--- src/rtl/rf_wb_arbiter_pkg.sv ---
// rtl/rf_wb_arbiter_pkg.sv - ISA sizing and register transport types for the writeback arbiter
package rv32_isa;
  localparam int RegWidth     = 32;
  localparam int RegAddrWidth = 5;
  localparam int NReqDefault  = 4;
  localparam int NReqMin      = 2;
  localparam int NReqMax      = 8;
endpackage

package reg_transport;
  import rv32_isa::*;

  typedef struct packed {
    logic [RegAddrWidth-1:0] addr;
    logic [RegWidth-1:0]     value;
  } reg_transport_t;

  typedef struct packed {
    logic           valid;
    reg_transport_t rd;
  } wb_req_t;
endpackage

--- src/rtl/rf_wb_arbiter_if.sv ---
// rtl/rf_wb_arbiter_if.sv - writeback request bus between requesters and the arbiter
interface rf_wb_arbiter_if #(
  parameter int N_REQ = rv32_isa::NReqDefault
);
  import reg_transport::*;

  logic                       iStall;
  logic [N_REQ-1:0]           iReqValid;
  reg_transport_t [N_REQ-1:0] iReq;
  logic [N_REQ-1:0]           oReqReady;
  logic                       oWriteEn;
  reg_transport_t             oRd;
  logic                       oBusy;

  modport master (
    output iStall, iReqValid, iReq,
    input  oReqReady, oWriteEn, oRd, oBusy
  );

  modport slave (
    input  iStall, iReqValid, iReq,
    output oReqReady, oWriteEn, oRd, oBusy
  );
endinterface

--- src/rtl/rf_wb_arbiter_rr.sv ---
// rtl/rf_wb_arbiter_rr.sv - grant selection; RF_WB_RR_EN selects round-robin, else fixed priority
module rr_arbiter
  import rv32_isa::*;
#(
  parameter  int N_REQ = NReqDefault,
  localparam int IDX_W = (N_REQ > 1) ? $clog2(N_REQ) : 1
) (
  input  logic             iClk,
  input  logic             nRst,
  input  logic [N_REQ-1:0] iReq,
  input  logic             iEn,
  output logic [N_REQ-1:0] oGrant,
  output logic [IDX_W-1:0] oIdx
);

  logic [IDX_W-1:0] base;

`ifdef RF_WB_RR_EN
  logic [IDX_W-1:0] ptr;
  logic [IDX_W-1:0] next_ptr;

  assign next_ptr = (oIdx == IDX_W'(N_REQ - 1)) ? '0 : oIdx + 1'b1;
  assign base     = ptr;

  // pointer moves one past the winner so the winner becomes lowest priority
  always_ff @(posedge iClk) begin
    if (!nRst) begin
      ptr <= '0;
    end else if (|oGrant) begin
      ptr <= next_ptr;
    end
  end
`else
  // fixed priority has no state; the clock and reset are deliberately unused
  logic unused_clk_rst;
  assign unused_clk_rst = iClk ^ nRst;
  assign base           = '0;
`endif

  // first valid requester at or after base, wrapping at N_REQ-1
  always_comb begin
    int  idx;
    logic found;
    oGrant = '0;
    oIdx   = '0;
    found  = 1'b0;
    idx    = 0;
    for (int k = 0; k < N_REQ; k++) begin
      idx = (int'(base) + k) % N_REQ;
      if (iEn && !found && iReq[idx]) begin
        found       = 1'b1;
        oGrant[idx] = 1'b1;
        oIdx        = IDX_W'(idx);
      end
    end
  end

endmodule

--- src/rtl/rf_wb_arbiter.sv ---
// rtl/rf_wb_arbiter.sv - register-file writeback arbiter; RF_WB_RR_EN enables round-robin
module rf_wb_arbiter
  import rv32_isa::*;
  import reg_transport::*;
#(
  parameter int N_REQ      = NReqDefault,
  parameter int REG_WIDTH  = RegWidth,
  parameter int ADDR_WIDTH = RegAddrWidth
) (
  input logic            iClk,
  input logic            nRst,
  rf_wb_arbiter_if.slave bus
);

  localparam int IDX_W = (N_REQ > 1) ? $clog2(N_REQ) : 1;

  if (N_REQ < NReqMin || N_REQ > NReqMax) begin : g_bad_n_req
    $error("rf_wb_arbiter: N_REQ out of range");
  end
  if (REG_WIDTH != RegWidth || ADDR_WIDTH != RegAddrWidth) begin : g_bad_width
    $error("rf_wb_arbiter: widths must match reg_transport_t");
  end

  logic [N_REQ-1:0] grant;
  logic [IDX_W-1:0] idx;
  logic             arb_en;
  logic             take;
  reg_transport_t   sel;
  wb_req_t          wb_q;

  // no grants while stalled or held in reset, so nothing is consumed then
  assign arb_en = ~bus.iStall & nRst;

  rr_arbiter #(.N_REQ(N_REQ)) u_arb (
    .iClk   (iClk),
    .nRst   (nRst),
    .iReq   (bus.iReqValid),
    .iEn    (arb_en),
    .oGrant (grant),
    .oIdx   (idx)
  );

  assign sel  = bus.iReq[idx];
  assign take = (|grant) && (sel.addr != '0);

  // one-cycle output stage; address 0 is consumed but never written
  always_ff @(posedge iClk) begin
    if (!nRst) begin
      wb_q <= '0;
    end else begin
      wb_q.valid <= take;
      if (take) begin
        wb_q.rd <= sel;
      end
    end
  end

  assign bus.oReqReady = grant;
  assign bus.oWriteEn  = wb_q.valid;
  assign bus.oRd       = wb_q.rd;
  assign bus.oBusy     = (|bus.iReqValid) | wb_q.valid;

endmodule

--- src/flat_wrapper.sv ---
// flat-port wrapper written by rule: the top's interface ports become plain ports
module rf_wb_arbiter_flat import rv32_isa::*; import reg_transport::*;
#(
  parameter int N_REQ      = NReqDefault,
  parameter int REG_WIDTH  = RegWidth,
  parameter int ADDR_WIDTH = RegAddrWidth
)
  (iClk, nRst, bus_iStall, bus_iReqValid, bus_iReq, bus_oReqReady, bus_oWriteEn, bus_oRd, bus_oBusy);
  rf_wb_arbiter_if #(.N_REQ(N_REQ)) bus_i ();
  input logic iClk;
  input logic nRst;
  input wire logic [$bits(bus_i.iStall)-1:0] bus_iStall;
  input wire logic [$bits(bus_i.iReqValid)-1:0] bus_iReqValid;
  input wire logic [$bits(bus_i.iReq)-1:0] bus_iReq;
  output wire logic [$bits(bus_i.oReqReady)-1:0] bus_oReqReady;
  output wire logic [$bits(bus_i.oWriteEn)-1:0] bus_oWriteEn;
  output wire logic [$bits(bus_i.oRd)-1:0] bus_oRd;
  output wire logic [$bits(bus_i.oBusy)-1:0] bus_oBusy;
  assign bus_i.iStall = bus_iStall;
  assign bus_i.iReqValid = bus_iReqValid;
  assign bus_i.iReq = bus_iReq;
  assign bus_oReqReady = bus_i.oReqReady;
  assign bus_oWriteEn = bus_i.oWriteEn;
  assign bus_oRd = bus_i.oRd;
  assign bus_oBusy = bus_i.oBusy;
  rf_wb_arbiter #(.N_REQ(N_REQ), .REG_WIDTH(REG_WIDTH), .ADDR_WIDTH(ADDR_WIDTH)) u_core (.iClk(iClk), .nRst(nRst), .bus(bus_i));
endmodule
--- config.mk ---
export PLATFORM = sky130hd
export DESIGN_NAME = rf_wb_arbiter_flat
export DESIGN_NICKNAME = d
export VERILOG_FILES = /design/src/rtl/rf_wb_arbiter_pkg.sv /design/src/rtl/rf_wb_arbiter_if.sv /design/src/rtl/rf_wb_arbiter_rr.sv /design/src/rtl/rf_wb_arbiter.sv /design/src/flat_wrapper.sv
export SDC_FILE = /design/constraint.sdc
export NUM_CORES = 1
export LEC_CHECK = 0
export CAP_MARGIN = 25
export CORE_ASPECT_RATIO = 0.9
export CORE_MARGIN = 3
export CORE_UTILIZATION = 29
export CTS_CLUSTER_DIAMETER = 60
export CTS_CLUSTER_SIZE = 16
export DETAILED_ROUTE_END_ITERATION = 12
export PLACE_DENSITY = 0.78
export SLEW_MARGIN = 40
export SYNTH_ARGS = -nofsm -noshare
export SYNTH_HDL_FRONTEND = slang
export SYNTH_SLANG_ARGS = --single-unit
--- constraint.sdc ---
create_clock -name iClk -period 2.2 [get_ports iClk]
set_input_delay 0.44 -clock iClk [delete_from_list [all_inputs] [get_ports iClk]]
set_output_delay 0.44 -clock iClk [all_outputs]
set_load 0.005 [all_outputs]
# [After elaboration in Yosys (flattened, before gate mapping)]
# Index checks and enable logic that the tools add are counted.
[word_totals] in_bits=155 ramBits=0 wordCells=33 ff_bits=38 n_memories=0 romBits=0 latchBits=0
[classes] multipliers=0 div_mod_pow=0 muxes=12 n_shift=0 n_reduce_logical=14 magnitude_cmp=1 eq_ne=0 n_bitwise=3 addsub=0
[ops] cell="$bmux W37 S2" n=1
[ops] cell="$mux W37" n=1
[ops] cell="$logic_and A1 B1 Y1" n=8
[ops] cell="$reduce_or A4 Y1" n=2
[ops] cell="$mux W2" n=3
[ops] cell="$mux W1" n=5
[ops] cell="$reduce_bool A5 Y1" n=1
[ops] cell="$mux W4" n=1
[ops] cell="$logic_not A1 Y1" n=3
[ops] cell="$lt A2 B3 Y1 const B" n=1
[ops] cell="$mux W3" n=1
[ops] cell="$and A1 B1 Y1" n=1
[ops] cell="$not A1 Y1" n=1
[ops] cell="$or A1 B1 Y1" n=1

# [Depth between registers and ports, before layout]
[logic_depth] ltp_word=20 ltp_mapped=9 mapped_depth_nobuf=6

# [By module]
# From an unflattened synthesis, not the netlist that was laid out.
[hier_totals] cells_unflattened=344 hier_area_um2=3260.6
[by_module_without_submodules] module="rf_wb_arbiter" instances=1 area_per_inst_um2=3191.8 cells_per_inst=334
[by_module_without_submodules] module="rr_arbiter" instances=1 area_per_inst_um2=68.8 cells_per_inst=10

# [Worst setup path before layout]
# Ideal clock, no wire load.
[synth_timing] path_type="input port to flip-flop" from="input port bus_iReqValid[3]" to="register u_core.wb_q (netlist bit u_core.bus.oRd[10])" required_ns=2.083 cell_stages=8 setup_time_ns=0.117 t_arrival_ns=1.974 path_buffers=3 path_slack_ns=0.109 path_cell_list="clkbuf_2 -> o31a_1 -> buf_6 -> o221a_2 -> nor3_4 -> a21oi_2 -> buf_6 -> a22o_1"
[synth_via] elab_chain_len=6 word_cells_on_any_way=8 cone_classes="4 x mux; 4 x reduce/logical"
[synth_lines] element="start, declared" line_no="flat_wrapper.sv:13" source="input wire logic [$bits(bus_i.iReqValid)-1:0] bus_iReqValid;"
[synth_lines] element="$logic_and A1 B1 Y1 (*)" line_no="rf_wb_arbiter_rr.sv:50" source="if (iEn && !found && iReq[idx]) begin"
[synth_lines] element="$mux W2" line_no="rf_wb_arbiter_rr.sv:50"
[synth_lines] element="$bmux W37 S2" line_no="rf_wb_arbiter.sv:43" source="assign sel = bus.iReq[idx];"
[synth_lines] element="$mux W37 (implied by the code)" line_no="rf_wb_arbiter.sv:43"
[synth_lines] element="$reduce_bool A5 Y1" line_no="rf_wb_arbiter.sv:44" source="assign take = (|grant) && (sel.addr != '0);"
[synth_lines] element="$logic_and A1 B1 Y1" line_no="rf_wb_arbiter.sv:44"
[synth_lines] element="end, declared" line_no="rf_wb_arbiter.sv:29" source="wb_req_t wb_q;"
# Mark *: on every way between the ends. The rest lies on a longest branch, timed or not. The select of a mux whose other input is x is not followed.
# A chain may end at the register's enable or synchronous reset.

# [Worst setup path after layout]
[layout_timing] from="input port nRst" to="register u_core.wb_q (netlist bit u_core.bus.oRd[25])"
[layout_via] elab_chain_len=19 word_cells_on_any_way=26 cone_classes="12 x mux; 1 x bitwise; 13 x reduce/logical"
[layout_lines] element="start, declared" line_no="flat_wrapper.sv:11" source="input logic nRst;"
[layout_lines] element="$and A1 B1 Y1" line_no="rf_wb_arbiter.sv:32" source="assign arb_en = ~bus.iStall & nRst;"
[layout_lines] element="$logic_and A1 B1 Y1" line_no="rf_wb_arbiter_rr.sv:50"
[layout_lines] element="$mux W1" line_no="rf_wb_arbiter_rr.sv:50"
[layout_lines] element="$logic_not A1 Y1" line_no="rf_wb_arbiter_rr.sv:50"
[layout_lines] element="$logic_and A1 B1 Y1 (2 in series)" line_no="rf_wb_arbiter_rr.sv:50"
[layout_lines] element="$mux W1" line_no="rf_wb_arbiter_rr.sv:50"
[layout_lines] element="$logic_not A1 Y1" line_no="rf_wb_arbiter_rr.sv:50"
[layout_lines] element="$logic_and A1 B1 Y1 (2 in series)" line_no="rf_wb_arbiter_rr.sv:50"
[layout_lines] element="$mux W1" line_no="rf_wb_arbiter_rr.sv:50"
[layout_lines] element="$logic_not A1 Y1" line_no="rf_wb_arbiter_rr.sv:50"
[layout_lines] element="$logic_and A1 B1 Y1 (2 in series)" line_no="rf_wb_arbiter_rr.sv:50"
[layout_lines] element="$mux W2" line_no="rf_wb_arbiter_rr.sv:50"
[layout_lines] element="$bmux W37 S2" line_no="rf_wb_arbiter.sv:43"
[layout_lines] element="$mux W37 (implied by the code)" line_no="rf_wb_arbiter.sv:43"
[layout_lines] element="$reduce_bool A5 Y1" line_no="rf_wb_arbiter.sv:44"
[layout_lines] element="$logic_and A1 B1 Y1" line_no="rf_wb_arbiter.sv:44"
# Parallel ways exist; a longest one is shown, timed or not. The select of a mux whose other input is x is not followed.

==> metrics <==
Sum Neg Setup Slack=0 ps; placed cell areas=4590 µm²; CP Buf/Inv Count=8; WL/cell=17.0 µm; Netlist cell types=37; clock tree root driver cell=clkbuf_8; Port-buffer cells=roughly 200; RSZ-0062 raised after global routing=false; CTS sink cnt=38; Slew HR=0.792; Synth Area in Simple Gates=0.199; Post-synth ARST share=0; Place WS=-771 ps; std cell rows=30; gr busiest metal=met2; Antenna Nets Post-Route=0; syn_nets=442; pin count of the biggest net entering global routing=20; area grow syn2layout=115%; grt ovf=0; routing usage on met2=0.403; max-slew violation count=0; EDFF count, synth=0; hpwl dp=7920 µm; Initial Util=0.301; Cell Area, Synth=between 2000 and 2500 µm²; Die Area=9000 µm²; most frequent cells in the layout=189 x clkdlybuf4s50_1, 63 x nand2_1, 38 x dfxtp_1; adder-cell area share of the yosys netlist=0; Startpoint Class=input pin; Residual DRC=0; Fmax=roughly 480 MHz; CTS tree=done; commonest non-fill, non-tap cell in the layout=clkdlybuf4s50_1; worst-margin pin slew=around 310 ps; drt total wl=10,500 µm; worst setup margin=96.7 ps; power consumption=2.01 mW; Layout Nets=674; Largest delay share family, worst path=buffers and inverters; vias in the first global route=between 3,000 and 4,000; power per cell area=between 400 and 500 nW/µm²; main combinational cell family by area after synthesis=compound AO/OA/AOI/OAI gates; R2R Setup Slk=1460 ps; Via-to-Cell Ratio=between 5 and 6; Pre-antenna DRT Iters=4; final instance area=roughly 5000 µm²; Post-Synthesis Cells=287; Worst Path Arrival=2280 ps; critical path type=in -> reg; Core Util, Final=0.645; Final setup viols=0; global-route wire length before repair=16,200 µm; Crit Path Max Fanout=5; Crit path required time=2380 ps; H-tree levels=2; most used cell, CP=buf_4; Max clock buf depth=2; max-cap violations=0; outcome=finished, final reports clean; GP Congestion=about 0.85; Reg clk slew, reported paths=approximately 70 ps; post-synthesis compound-gate area fraction=0.371; GR Util met3=0.0610; number of DRC markers in iteration 0=117; die span in x=~100 µm; GRT Total Usage=0.221; crit path cell chain=clkdlybuf4s15_2, nor3b_4, buf_4, buf_4, buf_4, buf_4, buf_4, and2_4, buf_12, bufbuf_16, nand2_1, a31oi_1, a22o_1; Fin. Hold Viols=0; CP Capture Type=register; fin crit period=2100 ps; YS warnings=0; XOR/XNOR Fraction of Synth Area=0; share of layout cells above drive strength 1=0.160; crit share post-route=0.956; post-synthesis mux area share=0.0175; ant diodes=0; CTS Buf Count=5; static leakage=1.94 nW; Worst VDD drop=0.270 mV; IO Pins=198; Chip Height=90.3 µm; Synth Flop Type=dfxtp_1; met1 Resource Use GR=0.259; max incr delay on CP=approximately 250 ps; via count=approximately 3,200; Placed Cells=590; worst hold path type=reg -> reg; clk_skew=0 ps; Hold Worst Slack=480 ps; initial antenna violation count=0; Yosys reg bits=38; Core Region=7620 µm²; Critical Path Slowest Stage Cell=bufbuf_16; final std cells w/o fill=about 620; Synth Area per Inst=around 8.0 µm²; sequential fraction of the synthesis area=0.332; clock insertion delay at the later pin of the skew report=280 ps
-- final timing paths --
| kind | from | endpoint | cells after the start |
|---|---|---|---|
| setup / recovery | nRst | u_core.bus.oRd[25]$_SDFFE_PN0P_ | 13 |
| hold / removal | u_core.bus.oRd[27]$_SDFFE_PN0P_ | u_core.bus.oRd[27]$_SDFFE_PN0P_ | 1 |
| setup reg to reg | u_core.bus.oRd[33]$_SDFFE_PN0P_ | u_core.bus.oRd[33]$_SDFFE_PN0P_ | 2 |
| hold reg to reg | u_core.bus.oRd[27]$_SDFFE_PN0P_ | u_core.bus.oRd[27]$_SDFFE_PN0P_ | 1 |
-- power by group --
part           internal (mW)  switching (mW)  leakage (nW)
clock network          0.253           0.231        0.0482
registers              0.743          0.0309         0.314
logic                  0.505           0.247          1.57
total                   1.50           0.509          1.94
-- Yosys cell counts (2+ instances only) --
cell type  instances  area share
nor4b_1            5       0.019
o221a_2            2      0.0098
o22ai_1           31       0.085
o21ai_0            5       0.011
nand3_1            5       0.011
buf_6              8       0.039
a21oi_1            8       0.017
nor2b_1            6       0.016
nor2_1             5      0.0082
o221ai_1           3       0.011
a22o_1            32        0.12
a31oi_1           31       0.085
and2_1             2      0.0055
mux2i_1            4       0.017
clkbuf_1          17       0.028
nand2_1           63        0.10
clkbuf_2           2      0.0044
dfxtp_1           38        0.33
inv_1              2      0.0033
-- final cells by class --
type / instances / area, µm²
Tap cell: 96 / 120
Clock buffer: 7 / 86.3
Sequential cell: 38 / 761
Inverter: 2 / 7.51
Fill cell: 642 / 2700
Multi-Input combinational cell: 219 / 1410
Timing Repair Buffer: 253 / 2520
Clock inverter: 1 / 5.00
-- flip-flops by register name, summed over array words and instances, names as in the netlist --
name / count
u_core.bus.oRd: 37
u_core.bus.oWriteEn: 1
-- logic make-up (layout without fill, tap and decap cells) --
| family | after synthesis | after routing |
|---|---|---|
| AOI/OAI and AO/OA | 118 | 119 |
| and+or+nand+nor | 96 | 96 |
| DFF | 38 | 38 |
| buffers and inverters | 31 | 263 |
| muxes | 4 | 4 |
-- per-layer routing --
metal | vias to the layer above | part of all wire | wire [µm]
li1 | 1565 | - | -
met1 | 1487 | 0.39 | 4110
met2 | 150 | 0.50 | 5290
met3 | 16 | 0.090 | 944
met4 | 0 | 0.014 | 147
met5 | - | 0 | 0
-- timing repair --
item	4_1_cts	5_1_grt
buffers inserted	15	2
hold buffers	0	0
setup endpoints to repair	43	35
cloned	3	0
pin swaps	10	10
resized for setup	24	14
No activity file was read; power rests on OpenSTA's default activity.
